<file path="config.mk">
export PLATFORM = sky130hd
export DESIGN_NAME = oam_dma_arbiter
export DESIGN_NICKNAME = d
export VERILOG_FILES = /design/src/rtl/oam_dma_arbiter_pkg.sv /design/src/rtl/oam_dma_engine.sv /design/src/rtl/oam_dma_arbiter.sv
export SDC_FILE = /design/constraint.sdc
export NUM_CORES = 1
export LEC_CHECK = 0
export ABC_CLOCK_PERIOD_IN_PS = 2300
export CAP_MARGIN = 15
export CORE_ASPECT_RATIO = 1.75
export CORE_MARGIN = 3
export CORE_UTILIZATION = 37
export CTS_BUF_LIST = sky130_fd_sc_hd__clkbuf_4 sky130_fd_sc_hd__clkbuf_8 sky130_fd_sc_hd__clkbuf_16
export CTS_CLUSTER_DIAMETER = 30
export DETAILED_ROUTE_END_ITERATION = 16
export PLACE_DENSITY = 0.87
export SLEW_MARGIN = 10
export SYNTH_ARGS = -nofsm -noshare
export SYNTH_HDL_FRONTEND = slang
export SYNTH_HIERARCHICAL = 1
export SYNTH_SLANG_ARGS = --single-unit
</file>
<file path="constraint.sdc">
create_clock -name clock -period 2.3 [get_ports clock]
set_input_delay 0.345 -clock clock [delete_from_list [all_inputs] [get_ports clock]]
set_output_delay 0.345 -clock clock [all_outputs]
set_load 0.01 [all_outputs]
</file>
<file path="src/rtl/oam_dma_arbiter_pkg.sv">
// -----------------------------------------------------------------------------
// oam_dma_arbiter_pkg
// Shared definitions for the OAM DMA arbiter and its engine:
//   - DMA state encoding
//   - CPU address map constants (high page base, DMA source register)
//   - echo RAM remap constants and the open-bus read value
//   - eff_page(): maps an echo RAM source page onto its work RAM image
// -----------------------------------------------------------------------------
package oam_dma_arbiter_pkg;

  typedef enum logic [1:0] {
    DMA_IDLE  = 2'd0,
    DMA_DELAY = 2'd1,
    DMA_XFER  = 2'd2
  } dma_state_e;

  localparam logic [15:0] HIGH_PAGE_BASE = 16'hFF00;
  localparam logic [15:0] DMA_REG_ADDR   = 16'hFF46;

  localparam logic [7:0]  ECHO_BASE_PAGE = 8'hE0;
  localparam logic [7:0]  ECHO_OFFSET    = 8'h20;

  localparam logic [7:0]  OPEN_BUS_DATA  = 8'hFF;

  // Pages 0xE0 and above alias 0xC0-0xDF (echo RAM), so fetch from the image.
  function automatic logic [7:0] eff_page(input logic [7:0] src);
    return (src >= ECHO_BASE_PAGE) ? (src - ECHO_OFFSET) : src;
  endfunction

endpackage

</file>
<file path="src/rtl/oam_dma_engine.sv">
// -----------------------------------------------------------------------------
// oam_dma_engine
// Sequencer for one OAM DMA copy: IDLE -> DELAY (START_DELAY clocks) ->
// XFER (DMA_LEN clocks, one byte each) -> IDLE. A start request is taken in
// any state and restarts the sequence from index 0 with the new page.
//
// Ports:
//   clock, reset   system clock, synchronous active-high reset
//   start_i        CPU write to the DMA source register this cycle
//   page_i         source page written by the CPU
//   src_reg_o      last written source page (read back by the CPU)
//   dma_active_o   shared bus is owned by DMA this cycle
//   src_addr_o     source address of the current transfer (0 when idle)
//   oam_addr_o     OAM index of the current transfer (0 when idle)
//   oam_wr_o       a transfer happens this cycle
// -----------------------------------------------------------------------------
module oam_dma_engine #(
  parameter int DMA_LEN     = 160,
  parameter int START_DELAY = 1
) (
  input  logic        clock,
  input  logic        reset,
  input  logic        start_i,
  input  logic [7:0]  page_i,
  output logic [7:0]  src_reg_o,
  output logic        dma_active_o,
  output logic [15:0] src_addr_o,
  output logic [7:0]  oam_addr_o,
  output logic        oam_wr_o
);

  import oam_dma_arbiter_pkg::*;

  localparam int              DCNT_W    = $clog2(START_DELAY + 1);
  localparam logic [DCNT_W-1:0] DCNT_INIT = DCNT_W'(START_DELAY);
  localparam logic [DCNT_W-1:0] DCNT_ONE  = DCNT_W'(1);
  localparam logic [7:0]      IDX_LAST  = 8'(DMA_LEN - 1);

  dma_state_e        state_q, state_d;
  logic [7:0]        idx_q, idx_d;
  logic [DCNT_W-1:0] dcnt_q, dcnt_d;
  logic [7:0]        src_q, src_d;
  // Set when DELAY was entered by a restart from XFER: the bus stays owned.
  logic              restart_q, restart_d;

  always_ff @(posedge clock) begin
    if (reset) begin
      state_q   <= DMA_IDLE;
      idx_q     <= '0;
      dcnt_q    <= '0;
      src_q     <= '0;
      restart_q <= 1'b0;
    end else begin
      state_q   <= state_d;
      idx_q     <= idx_d;
      dcnt_q    <= dcnt_d;
      src_q     <= src_d;
      restart_q <= restart_d;
    end
  end

  always_comb begin
    state_d   = state_q;
    idx_d     = idx_q;
    dcnt_d    = dcnt_q;
    src_d     = src_q;
    restart_d = restart_q;

    case (state_q)
      DMA_DELAY: begin
        dcnt_d = dcnt_q - DCNT_ONE;
        if (dcnt_q == DCNT_ONE) begin
          state_d = DMA_XFER;
          idx_d   = '0;
        end
      end
      DMA_XFER: begin
        if (idx_q == IDX_LAST) begin
          state_d   = DMA_IDLE;
          idx_d     = '0;
          restart_d = 1'b0;
        end else begin
          idx_d = idx_q + 8'd1;
        end
      end
      default: begin
      end
    endcase

    // A new request overrides whatever the sequencer was about to do; the
    // byte at the current index (if any) still goes out this cycle.
    if (start_i) begin
      src_d     = page_i;
      idx_d     = '0;
      dcnt_d    = DCNT_INIT;
      state_d   = DMA_DELAY;
      restart_d = (state_q == DMA_XFER);
    end
  end

  always_comb begin
    oam_wr_o     = (state_q == DMA_XFER);
    dma_active_o = (state_q == DMA_XFER) || ((state_q == DMA_DELAY) && restart_q);
    src_addr_o   = oam_wr_o ? {eff_page(src_q), idx_q} : 16'h0000;
    oam_addr_o   = oam_wr_o ? idx_q : 8'h00;
    src_reg_o    = src_q;
  end

endmodule

</file>
<file path="src/rtl/oam_dma_arbiter.sv">
// -----------------------------------------------------------------------------
// oam_dma_arbiter
// Shares the memory bus between the CPU and the OAM DMA engine. CPU accesses
// to 0xFF00-0xFFFF always go out on the high-page port; the DMA source
// register lives here. Lower addresses reach the shared bus only while DMA
// does not own it; otherwise reads return open-bus data and writes are lost.
//
// Ports:
//   clock, reset            system clock, synchronous active-high reset
//   cpu_addr/wdata/rd/wr    CPU bus request
//   cpu_rdata               CPU read data (combinational)
//   mem_addr/wdata/rd/wr    shared memory bus, mem_rdata same-cycle return
//   hi_addr/wdata/rd/wr     high-page (IO/HRAM) port, hi_rdata return
//   oam_addr/wdata/wr       OAM write port fed by DMA
//   dma_active              shared bus owned by DMA
// -----------------------------------------------------------------------------
module oam_dma_arbiter #(
  parameter int          DMA_LEN      = 160,
  parameter int          START_DELAY  = 1,
  parameter logic [15:0] DMA_REG_ADDR = 16'hFF46
) (
  input  logic        clock,
  input  logic        reset,
  input  logic [15:0] cpu_addr,
  input  logic [7:0]  cpu_wdata,
  input  logic        cpu_rd,
  input  logic        cpu_wr,
  output logic [7:0]  cpu_rdata,
  output logic [15:0] mem_addr,
  output logic [7:0]  mem_wdata,
  output logic        mem_rd,
  output logic        mem_wr,
  input  logic [7:0]  mem_rdata,
  output logic [7:0]  hi_addr,
  output logic [7:0]  hi_wdata,
  output logic        hi_rd,
  output logic        hi_wr,
  input  logic [7:0]  hi_rdata,
  output logic [7:0]  oam_addr,
  output logic [7:0]  oam_wdata,
  output logic        oam_wr,
  output logic        dma_active
);

  import oam_dma_arbiter_pkg::*;

  logic        cpu_rd_eff;
  logic        is_dma_reg;
  logic        is_high;
  logic        is_low;
  logic        dma_start;
  logic [7:0]  src_reg;
  logic [15:0] dma_src_addr;
  logic [7:0]  dma_oam_addr;
  logic        dma_oam_wr;

  // Read and write together is illegal; treat it as a write.
  assign cpu_rd_eff = cpu_rd && !cpu_wr;
  assign is_dma_reg = (cpu_addr == DMA_REG_ADDR);
  assign is_high    = (cpu_addr >= HIGH_PAGE_BASE) && !is_dma_reg;
  assign is_low     = (cpu_addr < HIGH_PAGE_BASE);
  assign dma_start  = cpu_wr && is_dma_reg;

  oam_dma_engine #(
    .DMA_LEN     (DMA_LEN),
    .START_DELAY (START_DELAY)
  ) u_engine (
    .clock        (clock),
    .reset        (reset),
    .start_i      (dma_start),
    .page_i       (cpu_wdata),
    .src_reg_o    (src_reg),
    .dma_active_o (dma_active),
    .src_addr_o   (dma_src_addr),
    .oam_addr_o   (dma_oam_addr),
    .oam_wr_o     (dma_oam_wr)
  );

  always_comb begin
    mem_addr  = 16'h0000;
    mem_wdata = 8'h00;
    mem_rd    = 1'b0;
    mem_wr    = 1'b0;
    hi_addr   = 8'h00;
    hi_wdata  = 8'h00;
    hi_rd     = 1'b0;
    hi_wr     = 1'b0;
    cpu_rdata = 8'h00;

    oam_addr  = dma_oam_addr;
    oam_wr    = dma_oam_wr;
    oam_wdata = dma_oam_wr ? mem_rdata : 8'h00;

    // Shared bus: DMA owns it while active (idle during a restart delay),
    // otherwise it carries low-page CPU requests only.
    if (dma_active) begin
      if (dma_oam_wr) begin
        mem_addr = dma_src_addr;
        mem_rd   = 1'b1;
      end
    end else if (is_low && (cpu_rd_eff || cpu_wr)) begin
      mem_addr  = cpu_addr;
      mem_rd    = cpu_rd_eff;
      mem_wr    = cpu_wr;
      mem_wdata = cpu_wr ? cpu_wdata : 8'h00;
    end

    if (is_high && (cpu_rd_eff || cpu_wr)) begin
      hi_addr  = cpu_addr[7:0];
      hi_rd    = cpu_rd_eff;
      hi_wr    = cpu_wr;
      hi_wdata = cpu_wr ? cpu_wdata : 8'h00;
    end

    if (cpu_rd_eff) begin
      if (is_dma_reg)      cpu_rdata = src_reg;
      else if (is_high)    cpu_rdata = hi_rdata;
      else if (dma_active) cpu_rdata = OPEN_BUS_DATA;
      else                 cpu_rdata = mem_rdata;
    end
  end

endmodule

</file>
==> results.md, run 1 <==
* Final Max Slew Viols at 0
* Syn Nets at around 270
* Critical Path Fanout Max at 4
* Largest net degree at the start of global routing at 29
* Final hold viol count at 0
* Crit path buffers/inverters at 4
* Initial core utilization at 0.392
* Vias in the first global route at 2422
* First-pass GRT wire length at 12.5 mm
* Total Nets Final at about 420
* CTS tree: done
* Fillers at about 320
* Initial antenna violation count at 0
* Core Box Area at between 4000 and 5000 um^2
* Layout cells sized above 1 at 0.293
* Cell area after layout at ~3300 um^2
* Top FF cell, synth: dfxtp_1
* Synth Instances at between 200 and 250
* Worst EP arrival at 1.94 ns
* Cell area after placement at 3010 um^2
* Synth Cell Area at between 1500 and 2000 um^2
* CTS sink count at 20
* Most frequent cells in the layout: clkdlybuf4s50_1, buf_4, and2_1
* Worst path cell trace: clkbuf_2, nor4b_4, a211oi_4, and2_4, buf_4, buf_4, a221o_1, buf_2
* DRC viols at 0
* Drt first-iter violations at approximately 140
* Synthesized flop and latch total at 20
* Setup Skew at between 0.007 and 0.008 ns
* Hold_ws at around 0.5 ns
* Pwr dens at between 300 and 400 nW/um^2
* I/O pins at between 100 and 150
* Clock Path Buffers at 2
* Cts hold-fix bufs at 0
* P_leak at ~1.5 nW
* Pre-antenna DRT Iters at 4
* Setup crit end kind: output pin
* WL/cell at 19.9 um
* Htree depth at 1
* Gpl congestion at between 0.8 and 0.9
* Mean Syn Cell Area at 7.78 um^2
* Rel. slew slack at 0.579
* Total Power at between 0.001 and 0.0015 W
* Post-synth EDFFs at 0
* Async S/R FF share, synth at 0
* Worst vdd ir at between 0.0003 and 0.0004 V
* Period utilisation layout at 0.992
* Tot GR Track Use at 0.285
* Most frequent cell on the critical path: buf_4
* CP max stage delay at around 0.38 ns
* Antenna diodes at 0
* CP Launch Type: input pin
* Clk_lat worst skew at ~0.26 ns
* Fmax at roughly 440 MHz
* # port buffers at approximately 110
* Min-Delay Path Class: register to register
* Number of CTS-inserted buffers at 3
* HPWL after detailed placement at roughly 5.5 mm
* Die Width at 58.1 um
* Final ANT Viol Nets at 0
* Critical Path RT at between 1.5 and 2 ns
* Via Count at around 2500
* Crit path max-delay cell type: nor4b_4
* Status: finished clean
* CTS root buffer: clkbuf_8
* Die Footprint at 5650 um^2
* Commonest non-fill, non-tap cell in the layout: clkdlybuf4s50_1
* Vias/cell at about 5.8
* Synth warn at 6
* Setup_tns at 0 ns
* Max Cap Viol at 0
* Rows at 32
* Worst slew pin tran at between 0.6 and 0.7 ns
* Die Y at slightly below 100 um
* Final min period at around 2.3 ns
* Setup CP Type: input pin to output pin
* Clk pin slew, worst setup/hold paths at around 0.07 ns
* Synth unique cells at 48
* Syn-to-layout area delta at 85.1%
* Setup violators final at 0
* Seq/Total Area, Yosys at 0.228
* Largest delay share family, worst path: simple AND/OR/NAND/NOR gates
* Grt ovf at 0
* Final WL at ~8.5 mm
## metal layers
layer / part of all wire / GRT usage / vias to the layer above
met1: 0.33 / 0.287 / 1153
met2: 0.54 / 0.537 / 159
met3: 0.072 / 0.0465 / 43
li1: - / - / 1100
met5: 0 / 0 / -
met4: 0.053 / 0.136 / 0
## cell usage after synthesis, types with 2 or more instances
cell,count,area (um^2)
nand3_1,2,10.0
and2_1,38,238
nand2_1,10,37.5
buf_2,2,10.0
o21ai_0,4,20.0
and3_1,11,68.8
xnor2_1,6,52.6
dfxtp_1,20,400
a21oi_1,6,30.0
a221o_1,8,80.1
ha_1,4,50.1
nor2_1,34,128
nor4_1,2,12.5
and2_2,2,15.0
mux2i_1,9,90.1
nand4_1,3,18.8
clkbuf_1,7,26.3
clkbuf_2,2,10.0
buf_4,8,60.1
a22o_1,15,131
inv_1,6,22.5
## power breakdown
group	internal, W	switching (W)
Combinational	0.000247	0.000219
Sequential	0.000351	0.00000458
Clock	0.000232	0.000124
## worst min-delay path, stage by stage, from the launching register on
cell	delay [ns]
dfxtp_2	0.33
o21ai_0	0.07
a21oi_1	0.07
## state kept, by name, indices dropped and copies added, names as in the netlist
name / count
u_engine/restart_q: 1
u_engine/dcnt_q: 1
u_engine/idx_q: 8
u_engine/src_reg_o: 8
u_engine/state_q: 2
## final cells by class
type	count	area, um^2	share of cell area
Multi-Input combinational cell	183	1310	0.403
Tap cell	51	63.8	0.0196
Clock inverter	1	30.0	0.00922
Clock buffer	3	41.3	0.0127
Timing Repair Buffer	162	1380	0.425
Sequential cell	20	404	0.124
Inverter	6	22.5	0.00692
## cells by family after synthesis
logic type	Yosys count	synth area share
flip-flops	20	0.228
XOR/XNOR	6	0.0299
adder cells (fa/ha/maj)	4	0.0285
multiplexers	9	0.0512
AND/OR/NAND/NOR	117	0.385
buffers and inverters	26	0.0797
AO/OA/AOI/OAI	44	0.198
## path summary, 6_finish.rpt
check	from	endpoint	slack, ns	cells past startpoint
setup / recovery	cpu_addr[7]	cpu_rdata[4]	0.02	8
hold / removal	u_engine/state_q[1]	u_engine/state_q[1]	0.50	2
setup reg to reg	u_engine/state_q[1]	u_engine/idx_q[3]	0.36	7
hold reg to reg	u_engine/state_q[1]	u_engine/state_q[1]	0.50	2
## what timing repair did
item                       4_1_cts  5_1_grt
hold endpoints to repair         0        0
buffers inserted                22        2
resized for setup              130       47
setup endpoints to repair       52       31
cloned                           4        1
pin swaps                       10        7
## stage by stage
step | utilization | setup WS [ns] | cells
finish | 0.726 | 0.0179 | 426
global route | 0.726 | -0.00458 | 426
CTS | 0.725 | 0.000837 | 423
detailed placement | 0.672 | -0.752 | 393
global placement | 0.672 | -0.688 | 393
floorplan | - | 0.100 | 226
Power figures use the tool's default switching activity.
==> run 2, diff against run 1 <==
Settings changed: TNS_END_PERCENT set to 1.
==> results.md, run 2 (same netlist as run 1, synthesis figures left out) <==
* Status: finished clean
* Worst path cell trace: clkdlybuf4s50_1, buf_6, nor2b_4, and2_4, buf_4, buf_4, a221o_1, buf_2
* Largest delay share family, worst path: buffers and inverters
* Htree depth at 1 (unchanged)
* Most frequent cell on the critical path: buf_4
* Worst vdd ir at 0.000401 V (+10%)
* Max Cap Viol at 0 (unchanged)
* Psw at 0.000340 W (-2.3%)
* Setup violators final at 0 (unchanged)
* DRC viols at 0 (unchanged)
* CP Launch Type: input pin
* Drt first-iter violations at 179 (+30%)
* Pre-antenna DRT Iters at 4 (unchanged)
* Rows at 32 (unchanged)
* Int Pwr at 0.000816 W (-1.8%)
* R2R setup slack at 0.29 ns (-0.07 ns)
* Switching share of total power at 0.294 (-0.00103)
* Clk pin slew, worst setup/hold paths at 0.08 ns (about the same)
* Reg area at 403 um^2 (-0.31%)
* P_leak at 1.48 nW (-3.0%)
* Crit path buffers/inverters at 5 (+1)
* Worst setup margin at 0.00294 ns (-0.0150 ns)
* Pwr dens at 363 nW/um^2 (+0.35%)
* CTS sink count at 20 (unchanged)
* Cell area after layout at 3180 um^2 (-2.3%)
* Commonest non-fill, non-tap cell in the layout: clkdlybuf4s50_1
* Initial antenna violation count at 0 (unchanged)
* Syn-to-layout area delta at 80.9%
* Vias in the first global route at 2364 (-2.4%)
* CTS tree: done
* I/O pins at 114 (unchanged)
* Sequential power share at 0.308 (+0.006)
* Most frequent cells in the layout: clkdlybuf4s50_1, buf_4, and2_1
* Setup crit end kind: output pin
* Crit path max-delay cell type: clkdlybuf4s50_1
* Clock Path Buffers at 2 (unchanged)
* Worst EP arrival at 1.95 ns (about the same)
* Period utilisation layout at 0.999 (+0.00651)
* Final Max Slew Viols at 0 (unchanged)
* Rel. slew slack at 0.555 (-0.0238)
* CTS root buffer: clkbuf_8
* Die Footprint at 5650 um^2 (unchanged)
* Grt ovf at 0 (unchanged)
* HPWL after detailed placement at 5.45 mm (unchanged)
* Cell area after placement at 3010 um^2 (unchanged)
* Die Y at 97.2 um (unchanged)
* # port buffers at 113 (unchanged)
* Setup CP Type: input pin to output pin
* Final WL at 8.25 mm (-2.7%)
* Layout cells sized above 1 at 0.280 (-0.0130)
* WL/cell at 19.6 um (-1.8%)
* Worst slew pin tran at 0.665 ns (+0.0356 ns)
* Tot GR Track Use at 0.267 (-0.0182)
* Setup Skew at 0.00707 ns (-0.000109 ns)
* Critical Path RT at 1.96 ns (about the same)
* Core Box Area at 4480 um^2 (unchanged)
* Vias/cell at 5.68 (-1.4%)
* Min-Delay Path Class: register to register
* Comb pwr share at 0.381 (-0.015)
* Critical Path Fanout Max at 5 (+1)
* Final ANT Viol Nets at 0 (unchanged)
* Clk_lat worst skew at 0.26 ns (about the same)
* Total Nets Final at 420 (-0.94%)
* Die Width at 58.1 um (unchanged)
* Largest net degree at the start of global routing at 29 (unchanged)
* Fillers at 349 (+7.7%)
* Number of CTS-inserted buffers at 3 (unchanged)
* Fmax at 435 MHz (-0.65%)
* Via Count at 2399 (-2.3%)
* Final min period at 2.30 ns (+0.0150 ns)
* Clock power share at 0.311 (+0.008)
* Antenna diodes at 0 (unchanged)
* Final hold viol count at 0 (unchanged)
* Pre-CTS WS at -0.752 ns (unchanged)
* Initial core utilization at 0.392 (unchanged)
* First-pass GRT wire length at 11.8 mm (-5.7%)
* Multi-input logic area at 1290 um^2 (-1.5%)
* Gpl congestion at 0.900 (unchanged)
* CP max stage delay at 0.52 ns (+0.14 ns)
* RSZ-0062 raised after global routing: true
==> run 2: cell count changes in the layout (fill, tap and decap cells not counted), sizes merged <==
cell / change
clkdlybuf4s15: -4
dlygate4sd2: +1
clkdlybuf4s50: +1
dlymetal6s2s: -1
clkbuf: +2
buf: -3
==> run 2: power groups by stage <==
stage               clock, W  sequential (W)  combinational, W
floorplan                  0        0.000362          0.000171
global placement           0        0.000363          0.000433
detailed placement         0        0.000363          0.000441
CTS                 0.000354        0.000355          0.000422
global route        0.000373        0.000356          0.000468
finish              0.000359        0.000356          0.000441
==> run 2: stage by stage <==
step	std cells	total power [W]	util	hold WS [ns]	TNS, ns
after detailed placement	393	0.000804	0.672	0.491	-25.05
after global placement	393	0.000796	0.672	0.476	-23.68
after global routing	422	0.00120	0.710	0.529	-0.546
after CTS	417	0.00113	0.707	0.502	0
final	422	0.00116	0.710	0.503	0
after floorplan	226	0.000533	-	0.459	0
==> run 2: timing repair <==
| action | in CTS | in global routing |
|---|---|---|
| buffers inserted | 16 | 5 |
| hold endpoints to repair | 0 | 0 |
| gates cloned | 4 | 0 |
| setup endpoints to repair | 52 | 39 |
| hold buffers | 0 | 0 |
| gates resized for setup | 131 | 40 |
| pin swaps | 10 | 5 |
==> run 2: worst register-to-register path: stages, from the launching register on <==
cell	delay, ns
dfxtp_2	0.35
inv_1	0.04
ha_1	0.19
buf_4	0.15
nor2b_4	0.14
or2_1	0.30
o21bai_1	0.58
nor2_1	0.12
==> run 2: metal layers <==
metal | track usage | vias to the layer above | routed length, um
met3 | 0.0479 | 42 | 734
met4 | 0.134 | 0 | 435
li1 | - | 1088 | -
met5 | 0 | - | 0
met2 | 0.497 | 169 | 4400
met1 | 0.268 | 1100 | 2680
==> run 2: layout make-up <==
type | instances | area share
timing repair buffer | 158 | 0.418
multi-input combinational | 183 | 0.406
inverter | 6 | 0.00708
clock buffer | 3 | 0.0130
sequential | 20 | 0.127
clock inverter | 1 | 0.00943
tap | 51 | 0.0200
==> run 2: final timing paths <==
check	start	to	depth (start not counted)
hold / removal	u_engine/restart_q	u_engine/restart_q	2
setup / recovery	cpu_wr	cpu_rdata[4]	8
hold reg to reg	u_engine/restart_q	u_engine/restart_q	2
setup reg to reg	u_engine/state_q[1]	u_engine/idx_q[6]	7
